--- config.mk ---
export PLATFORM = sky130hd
export DESIGN_NAME = glb_tile_reader
export DESIGN_NICKNAME = d
export VERILOG_FILES = /design/src/rtl/glb_tile_reader.sv
export SDC_FILE = /design/constraint.sdc
export NUM_CORES = 1
export LEC_CHECK = 0
export ABC_AREA = 1
export CAP_MARGIN = 20
export CORE_MARGIN = 5
export CORE_UTILIZATION = 55
export DETAILED_ROUTE_END_ITERATION = 8
export GPL_ROUTABILITY_DRIVEN = 0
export PLACE_DENSITY = 0.79
export SLEW_MARGIN = 15
export SYNTH_ARGS = -nofsm -noshare
export SYNTH_HDL_FRONTEND = slang
export SYNTH_SLANG_ARGS = --single-unit
--- constraint.sdc ---
create_clock -name clk -period 9.2 [get_ports clk]
set_input_delay 2.3 -clock clk [delete_from_list [all_inputs] [get_ports clk]]
set_output_delay 2.3 -clock clk [all_outputs]
set_load 0.005 [all_outputs]
--- src/rtl/glb_tile_reader.sv ---
// Small ring-buffer FIFO that stages words returned by the GLB before they go to the PE array.
// Latency: a word pushed at one edge is visible at the head in the next cycle.
// Backpressure: none internally; the caller never pushes when full and never pops when empty.
module glb_tile_reader_fifo #(
  parameter int W     = 33,
  parameter int DEPTH = 4
) (
  input  logic                     clk,
  input  logic                     rst,
  input  logic                     push,
  input  logic [W-1:0]             push_dat,
  input  logic                     pop,
  output logic [W-1:0]             head,
  output logic [$clog2(DEPTH):0]   count,
  output logic                     empty
);
  localparam int PW = $clog2(DEPTH);
  localparam int CW = PW + 1;

  logic [W-1:0]  mem [DEPTH];
  logic [PW-1:0] wptr;
  logic [PW-1:0] rptr;

  // storage, pointers and occupancy; pointers wrap naturally because DEPTH is a power of two
  always_ff @(posedge clk or posedge rst) begin
    if (rst) begin
      for (int i = 0; i < DEPTH; i++) mem[i] <= '0;
      wptr  <= '0;
      rptr  <= '0;
      count <= '0;
    end else begin
      if (push) begin
        mem[wptr] <= push_dat;
        wptr      <= wptr + PW'(1);
      end
      if (pop) rptr <= rptr + PW'(1);
      case ({push, pop})
        2'b10:   count <= count + CW'(1);
        2'b01:   count <= count - CW'(1);
        default: count <= count;
      endcase
    end
  end

  assign head  = mem[rptr];
  assign empty = (count == '0);
endmodule

// Walks a rows x cols tile of 32-bit words in the GLB and streams the words out in row-major order.
// Latency: a word appears on out_valid two cycles after its glb_re (issue, capture, visible).
// Backpressure: reads are issued only while FIFO entries plus the in-flight read leave a free slot.
module glb_tile_reader #(
  parameter int ADDR_WIDTH = 32,
  parameter int DATA_WIDTH = 32,
  parameter int DIM_WIDTH  = 16,
  parameter int FIFO_DEPTH = 4
) (
  input  logic                  clk,
  input  logic                  rst,
  input  logic                  start,
  input  logic [ADDR_WIDTH-1:0] base_addr,
  input  logic [DIM_WIDTH-1:0]  num_rows,
  input  logic [DIM_WIDTH-1:0]  num_cols,
  input  logic [DIM_WIDTH-1:0]  row_stride,
  output logic                  busy,
  output logic                  done,
  output logic                  glb_re,
  output logic [ADDR_WIDTH-1:0] glb_raddr,
  input  logic [DATA_WIDTH-1:0] glb_dout,
  output logic                  out_valid,
  output logic [DATA_WIDTH-1:0] out_data,
  output logic                  out_last,
  input  logic                  out_ready
);
  localparam int CW    = $clog2(FIFO_DEPTH) + 1;
  localparam int TOT_W = 2 * DIM_WIDTH;

  typedef enum logic [1:0] {IDLE, RUN, DRAIN} state_t;

  typedef struct packed {
    logic [DIM_WIDTH-1:0] cols;
    logic [DIM_WIDTH-1:0] stride;
  } cfg_t;

  typedef struct packed {
    logic                  last;
    logic [DATA_WIDTH-1:0] data;
  } entry_t;

  state_t                state, nxt;
  cfg_t                  cfg;
  logic [DIM_WIDTH-1:0]  col;
  logic [ADDR_WIDTH-1:0] row_base;
  logic [TOT_W-1:0]      remaining;
  logic [TOT_W-1:0]      total;
  logic                  inflight;
  logic                  inflight_last;
  logic                  done_q;
  logic                  accept;
  logic                  last_issue;
  logic                  drain_done;
  logic [CW-1:0]         fifo_count;
  logic [CW:0]           occ;
  logic                  fifo_empty;
  logic                  pop;
  entry_t                head;
  entry_t                push_entry;

  // start is ignored while busy, including the done cycle
  assign accept     = (state == IDLE) && start && !done_q;
  assign total      = TOT_W'(num_rows) * TOT_W'(num_cols);
  assign last_issue = (remaining == TOT_W'(1));
  assign occ        = {1'b0, fifo_count} + {{CW{1'b0}}, inflight};
  assign drain_done = (state == DRAIN) && fifo_empty && !inflight;

  // state register
  always_ff @(posedge clk or posedge rst) begin
    if (rst) state <= IDLE;
    else     state <= nxt;
  end

  // next-state: empty tiles skip straight to DRAIN, final issue moves RUN to DRAIN
  always_comb begin
    nxt = state;
    case (state)
      IDLE:    if (accept) nxt = (total == '0) ? DRAIN : RUN;
      RUN:     if (glb_re && last_issue) nxt = DRAIN;
      DRAIN:   if (drain_done) nxt = IDLE;
      default: nxt = IDLE;
    endcase
  end

  // outputs: issue only when the returning word is guaranteed a FIFO slot
  always_comb begin
    glb_re = (state == RUN) && (occ < (CW+1)'(FIFO_DEPTH));
    busy   = (state != IDLE) || done_q;
  end

  // address walk, issue countdown, in-flight tracking and the done pulse
  always_ff @(posedge clk or posedge rst) begin
    if (rst) begin
      cfg           <= '0;
      col           <= '0;
      row_base      <= '0;
      remaining     <= '0;
      inflight      <= 1'b0;
      inflight_last <= 1'b0;
      done_q        <= 1'b0;
    end else begin
      inflight      <= glb_re;
      inflight_last <= glb_re && last_issue;
      done_q        <= drain_done;
      if (accept) begin
        cfg.cols   <= num_cols;
        cfg.stride <= row_stride;
        col        <= '0;
        row_base   <= base_addr;
        remaining  <= total;
      end else if (glb_re) begin
        remaining <= remaining - TOT_W'(1);
        if (col == cfg.cols - DIM_WIDTH'(1)) begin
          col      <= '0;
          row_base <= row_base + ADDR_WIDTH'(cfg.stride);
        end else begin
          col <= col + DIM_WIDTH'(1);
        end
      end
    end
  end

  assign glb_raddr       = row_base + (ADDR_WIDTH'(col) << 2);
  assign push_entry.data = glb_dout;
  assign push_entry.last = inflight_last;
  assign pop             = out_valid && out_ready;

  glb_tile_reader_fifo #(
    .W     ($bits(entry_t)),
    .DEPTH (FIFO_DEPTH)
  ) u_fifo (
    .clk      (clk),
    .rst      (rst),
    .push     (inflight),
    .push_dat (push_entry),
    .pop      (pop),
    .head     (head),
    .count    (fifo_count),
    .empty    (fifo_empty)
  );

  assign done      = done_q;
  assign out_valid = !fifo_empty;
  assign out_data  = head.data;
  assign out_last  = out_valid && head.last;
endmodule

==> parameters.txt <==
Parameter                              Value

Clock tree
  Latest clock arrival within the worst-skew pair ... 0.58 ns
  H-Tree Level Count ... 1
  Count of buffers added by post-CTS timing repair for setup ... 0
  CTS-repair resized insts ... 0
  TritonCTS clock tree ... yes
  Number of hold buffers added after CTS ... 0
  Buffer levels on the longest clock path ... 3
  Clock buffers created by TritonCTS ... 28
  Clk sinks ... approximately 260
  CTS Root Cell ... sky130_fd_sc_hd__clkbuf_16
  Clock-pin slew reported for the worst setup and hold paths after clock tree synthesis ... roughly 0.070 ns

Critical path
  Worst reg-to-reg path cell count ... 10
  Worst reg2reg path startpoint ... inflight$_DFF_PP0_
  Crit path capture type ... flip-flop
  Arrival time at the worst endpoint ... 8.44 ns
  Worst setup endpoint ... state[0]$_DFFE_PP0P_
  Crit start category ... input pin
  Flop2flop setup slack ... around 5.3 ns
  Max FO, Critical Path ... 16
  Capturing point of the worst reg2reg path ... col[15]$_DFFE_PP0P_
  Crit Path Category ... input pin to flip-flop
  CP Data Required Time ... about 9.7 ns
  Source of the critical timing path ... num_rows[13]

Power and ir drop
  Power per cell area ... 413 nW/um^2
  Worst vdd rail ir drop ... 347 uV
  Reported leakage power ... 0.0142 uW

Floorplan
  Die Y ... 219 um
  Initial core utilization ... 0.558
  Std cell rows ... 76
  Io pins ... 185
  Width of the chip ... between 200 and 250 um
  Die area ... 48100 um^2
  Core Region ... 43200 um^2

STA
  Final Hold Vio Count ... 0
  Worst clock skew on the final layout ... slightly below 0.02 ns
  Transition time at the pin with the least slew margin ... 1.00 ns
  Number of endpoints failing setup at the final stage ... 0
  Final number of max-transition violations ... 0
  Share of the cycle needed by the critical path after routing ... 0.866
  Setup Total Neg Slack ... 0 ns
  RSZ-0062 raised after global routing ... false
  Worst relative slew slack ... 0.333
  Clock period minus final worst setup slack ... 7.97 ns
  Highest achievable clock rate ... 126 MHz

GRT
  Antenna violations before repair ... 0
  Maximum number of pins on one net before global-route repair ... around 130
  Aggregate global-route resource usage ... 0.269
  Overall overflow remaining after global route ... 0
  Vias in the first global route ... ~21k
  Wire length of the first global-routing pass ... 106000 um

Route
  Post-route DRC violation count ... 0
  Vias per Instance ... 5.42
  Vias ... 21.8k
  Total Wirelength ... 64400 um
  Detailed Route Iter0 Violations ... 1969
  Routed WL per cell ... 16.0 um
  Number of routed nets with antenna violations ... 0
  First-pass iteration count of the detailed router ... 6

Synthesis
  Distinct cell type count after synthesis ... 45
  Asr flop ratio synth ... 1.00
  Post-synth EDFFs ... 0
  Leading area contributor after synthesis ... sky130_fd_sc_hd__dfrtp_1
  Most used standard cells in the synthesized netlist ... sky130_fd_sc_hd__nand2_1, sky130_fd_sc_hd__inv_1, sky130_fd_sc_hd__o21ai_0
  Most frequent cell after synthesis ... sky130_fd_sc_hd__nand2_1
  Synthesized instance count ... 3320
  Mean instance size in the synthesized netlist ... 7.25 um^2
  Ys flop type ... sky130_fd_sc_hd__dfrtp_1
  Share of the synthesized area in the top cell type ... 0.266
  Top cells by area, synth ... sky130_fd_sc_hd__dfrtp_1, sky130_fd_sc_hd__fa_1, sky130_fd_sc_hd__nand2_1, sky130_fd_sc_hd__inv_1, sky130_fd_sc_hd__ha_1
  Flip-flop and latch count after synthesis ... ~260
  Sequential cell area fraction in the yosys report ... 0.266
  Netlist Area Pre-Place ... 24100 um^2
  Synthesis warning total ... 0
  Number of nets in the synthesized netlist ... 3778

Placed design
  Cell Area, Placed ... 26300 um^2
  I/O Buffers ... between 150 and 200
  Total half-perimeter wirelength after legalization and detailed placement ... approximately 48000 um

Flow run
  Max capacitance violation total ... 0

Finish
  Fraction of final layout cells with drive strength greater than 1 ... 0.0335
  Area added between synthesis and finish ... 13.1%
  Finished Cell Area ... 27200 um^2
  Fill cell count ... 3933
  Layout Nets ... 3869

Min path
  Cell depth of the worst min-delay path ... 2
  Hold crit path type ... flip-flop to flip-flop

Run status
  Status ... finished, final reports clean
## cells in the final DEF (no fill, tap or decap), types with 26 or more instances in the layout
cell type                            n
sky130_fd_sc_hd__o22ai_1            43
sky130_fd_sc_hd__a21oi_1            70
sky130_fd_sc_hd__nand4_1            28
sky130_fd_sc_hd__nand3_1           153
sky130_fd_sc_hd__clkbuf_16          28
sky130_fd_sc_hd__clkdlybuf4s50_1   184
sky130_fd_sc_hd__ha_1              145
sky130_fd_sc_hd__inv_1             527
sky130_fd_sc_hd__nand2_1          1025
sky130_fd_sc_hd__xor2_1             62
sky130_fd_sc_hd__buf_4              31
sky130_fd_sc_hd__nor3_1             26
sky130_fd_sc_hd__dfrtp_1           255
sky130_fd_sc_hd__nor2_1            230
sky130_fd_sc_hd__fa_1              197
sky130_fd_sc_hd__o21ai_0           264
## sequential cells by signal, summed over array words and instances, names as in the netlist
signal and count:
inflight 1, u_fifo.rptr 2, done 1, row_base 32
remaining 32, cfg 32, inflight_last 1, state 2
u_fifo.mem 132, col 16, u_fifo.count 3, u_fifo.wptr 2
## power by group
| part | leakage, uW | total [uW] | internal (uW) | switching (uW) |
|---|---|---|---|---|
| logic | 0.0106 | 8030 | 3020 | 5010 |
| clock network | 0.000440 | 1130 | 660 | 473 |
| registers | 0.00315 | 2080 | 1660 | 423 |
## critical path: stages
cell	delay [ns]
sky130_fd_sc_hd__clkdlybuf4s50_1	0.98
sky130_fd_sc_hd__nand2_1	0.18
sky130_fd_sc_hd__fa_1	0.52
sky130_fd_sc_hd__fa_1	0.54
sky130_fd_sc_hd__inv_1	0.05
sky130_fd_sc_hd__fa_1	0.49
sky130_fd_sc_hd__inv_1	0.06
sky130_fd_sc_hd__fa_1	0.55
sky130_fd_sc_hd__fa_1	0.43
sky130_fd_sc_hd__fa_1	0.49
sky130_fd_sc_hd__inv_1	0.04
sky130_fd_sc_hd__ha_1	0.35
sky130_fd_sc_hd__nand2_1	0.10
sky130_fd_sc_hd__inv_1	0.08
sky130_fd_sc_hd__nand2_1	0.08
sky130_fd_sc_hd__nor3_1	0.25
sky130_fd_sc_hd__nand2_1	0.12
sky130_fd_sc_hd__nand2_1	0.08
sky130_fd_sc_hd__nand2_1	0.05
sky130_fd_sc_hd__nand2_1	0.09
sky130_fd_sc_hd__nand3_1	0.11
sky130_fd_sc_hd__nor2_1	0.12
sky130_fd_sc_hd__nand2_1	0.06
sky130_fd_sc_hd__nor2_1	0.08
sky130_fd_sc_hd__nand2_1	0.09
sky130_fd_sc_hd__nand3_1	0.08
sky130_fd_sc_hd__nand2_1	0.06
## cells by family (layout without fill, tap and decap cells)
logic type,Yosys count,after routing,synth area share
simple gates,1524,1524,0.258
buf+inv,688,800,0.109
compound gates,424,424,0.0954
fa+ha+maj,342,342,0.239
flops,256,256,0.266
xor+xnor,86,86,0.0318
other cells,0,1,0
## how the worst min path moves through the flow
stage                                     from                         end
floorplan           u_fifo.mem[32]$_DFFE_PP0P_  u_fifo.mem[32]$_DFFE_PP0P_
global placement    u_fifo.mem[36]$_DFFE_PP0P_  u_fifo.mem[36]$_DFFE_PP0P_
detailed placement  u_fifo.mem[84]$_DFFE_PP0P_  u_fifo.mem[84]$_DFFE_PP0P_
CTS                 u_fifo.mem[57]$_DFFE_PP0P_  u_fifo.mem[57]$_DFFE_PP0P_
global route        u_fifo.mem[59]$_DFFE_PP0P_  u_fifo.mem[59]$_DFFE_PP0P_
finish              u_fifo.mem[53]$_DFFE_PP0P_  u_fifo.mem[53]$_DFFE_PP0P_
## layout make-up
| type | instances | area (um^2) | share of cell area |
|---|---|---|---|
| Tap cell | 585 | 732 | 0.0269 |
| Multi-Input combinational cell | 2376 | 15100 | 0.553 |
| Clock inverter | 11 | 164 | 0.00602 |
| Timing Repair Buffer | 217 | 2110 | 0.0776 |
| Inverter | 532 | 2000 | 0.0734 |
| Antenna cell | 1 | 2.50 | 0.0000918 |
| Clock buffer | 40 | 756 | 0.0277 |
| Sequential cell | 256 | 6410 | 0.235 |
## routing by layer
layer	global-route usage	vias up	part of all wire
met4	0.0758	0	0.028
met2	0.438	806	0.46
li1	-	10500	-
met1	0.379	10400	0.44
met5	0	-	0
met3	0.0393	113	0.076
## stage by stage
step                setup WS (ns)   util  instances  hold WS (ns)  total power, uW
floorplan                    1.66      -       3320         0.448             7750
global placement            0.821  0.609       3965         0.461             9830
detailed placement          0.733  0.610       3966         0.468            10000
CTS                          1.32  0.631       4017         0.482            11200
global route                0.893  0.631       4017         0.494            12600
finish                       1.23  0.631       4018         0.481            11200
No activity file was read; power rests on OpenSTA's default activity.
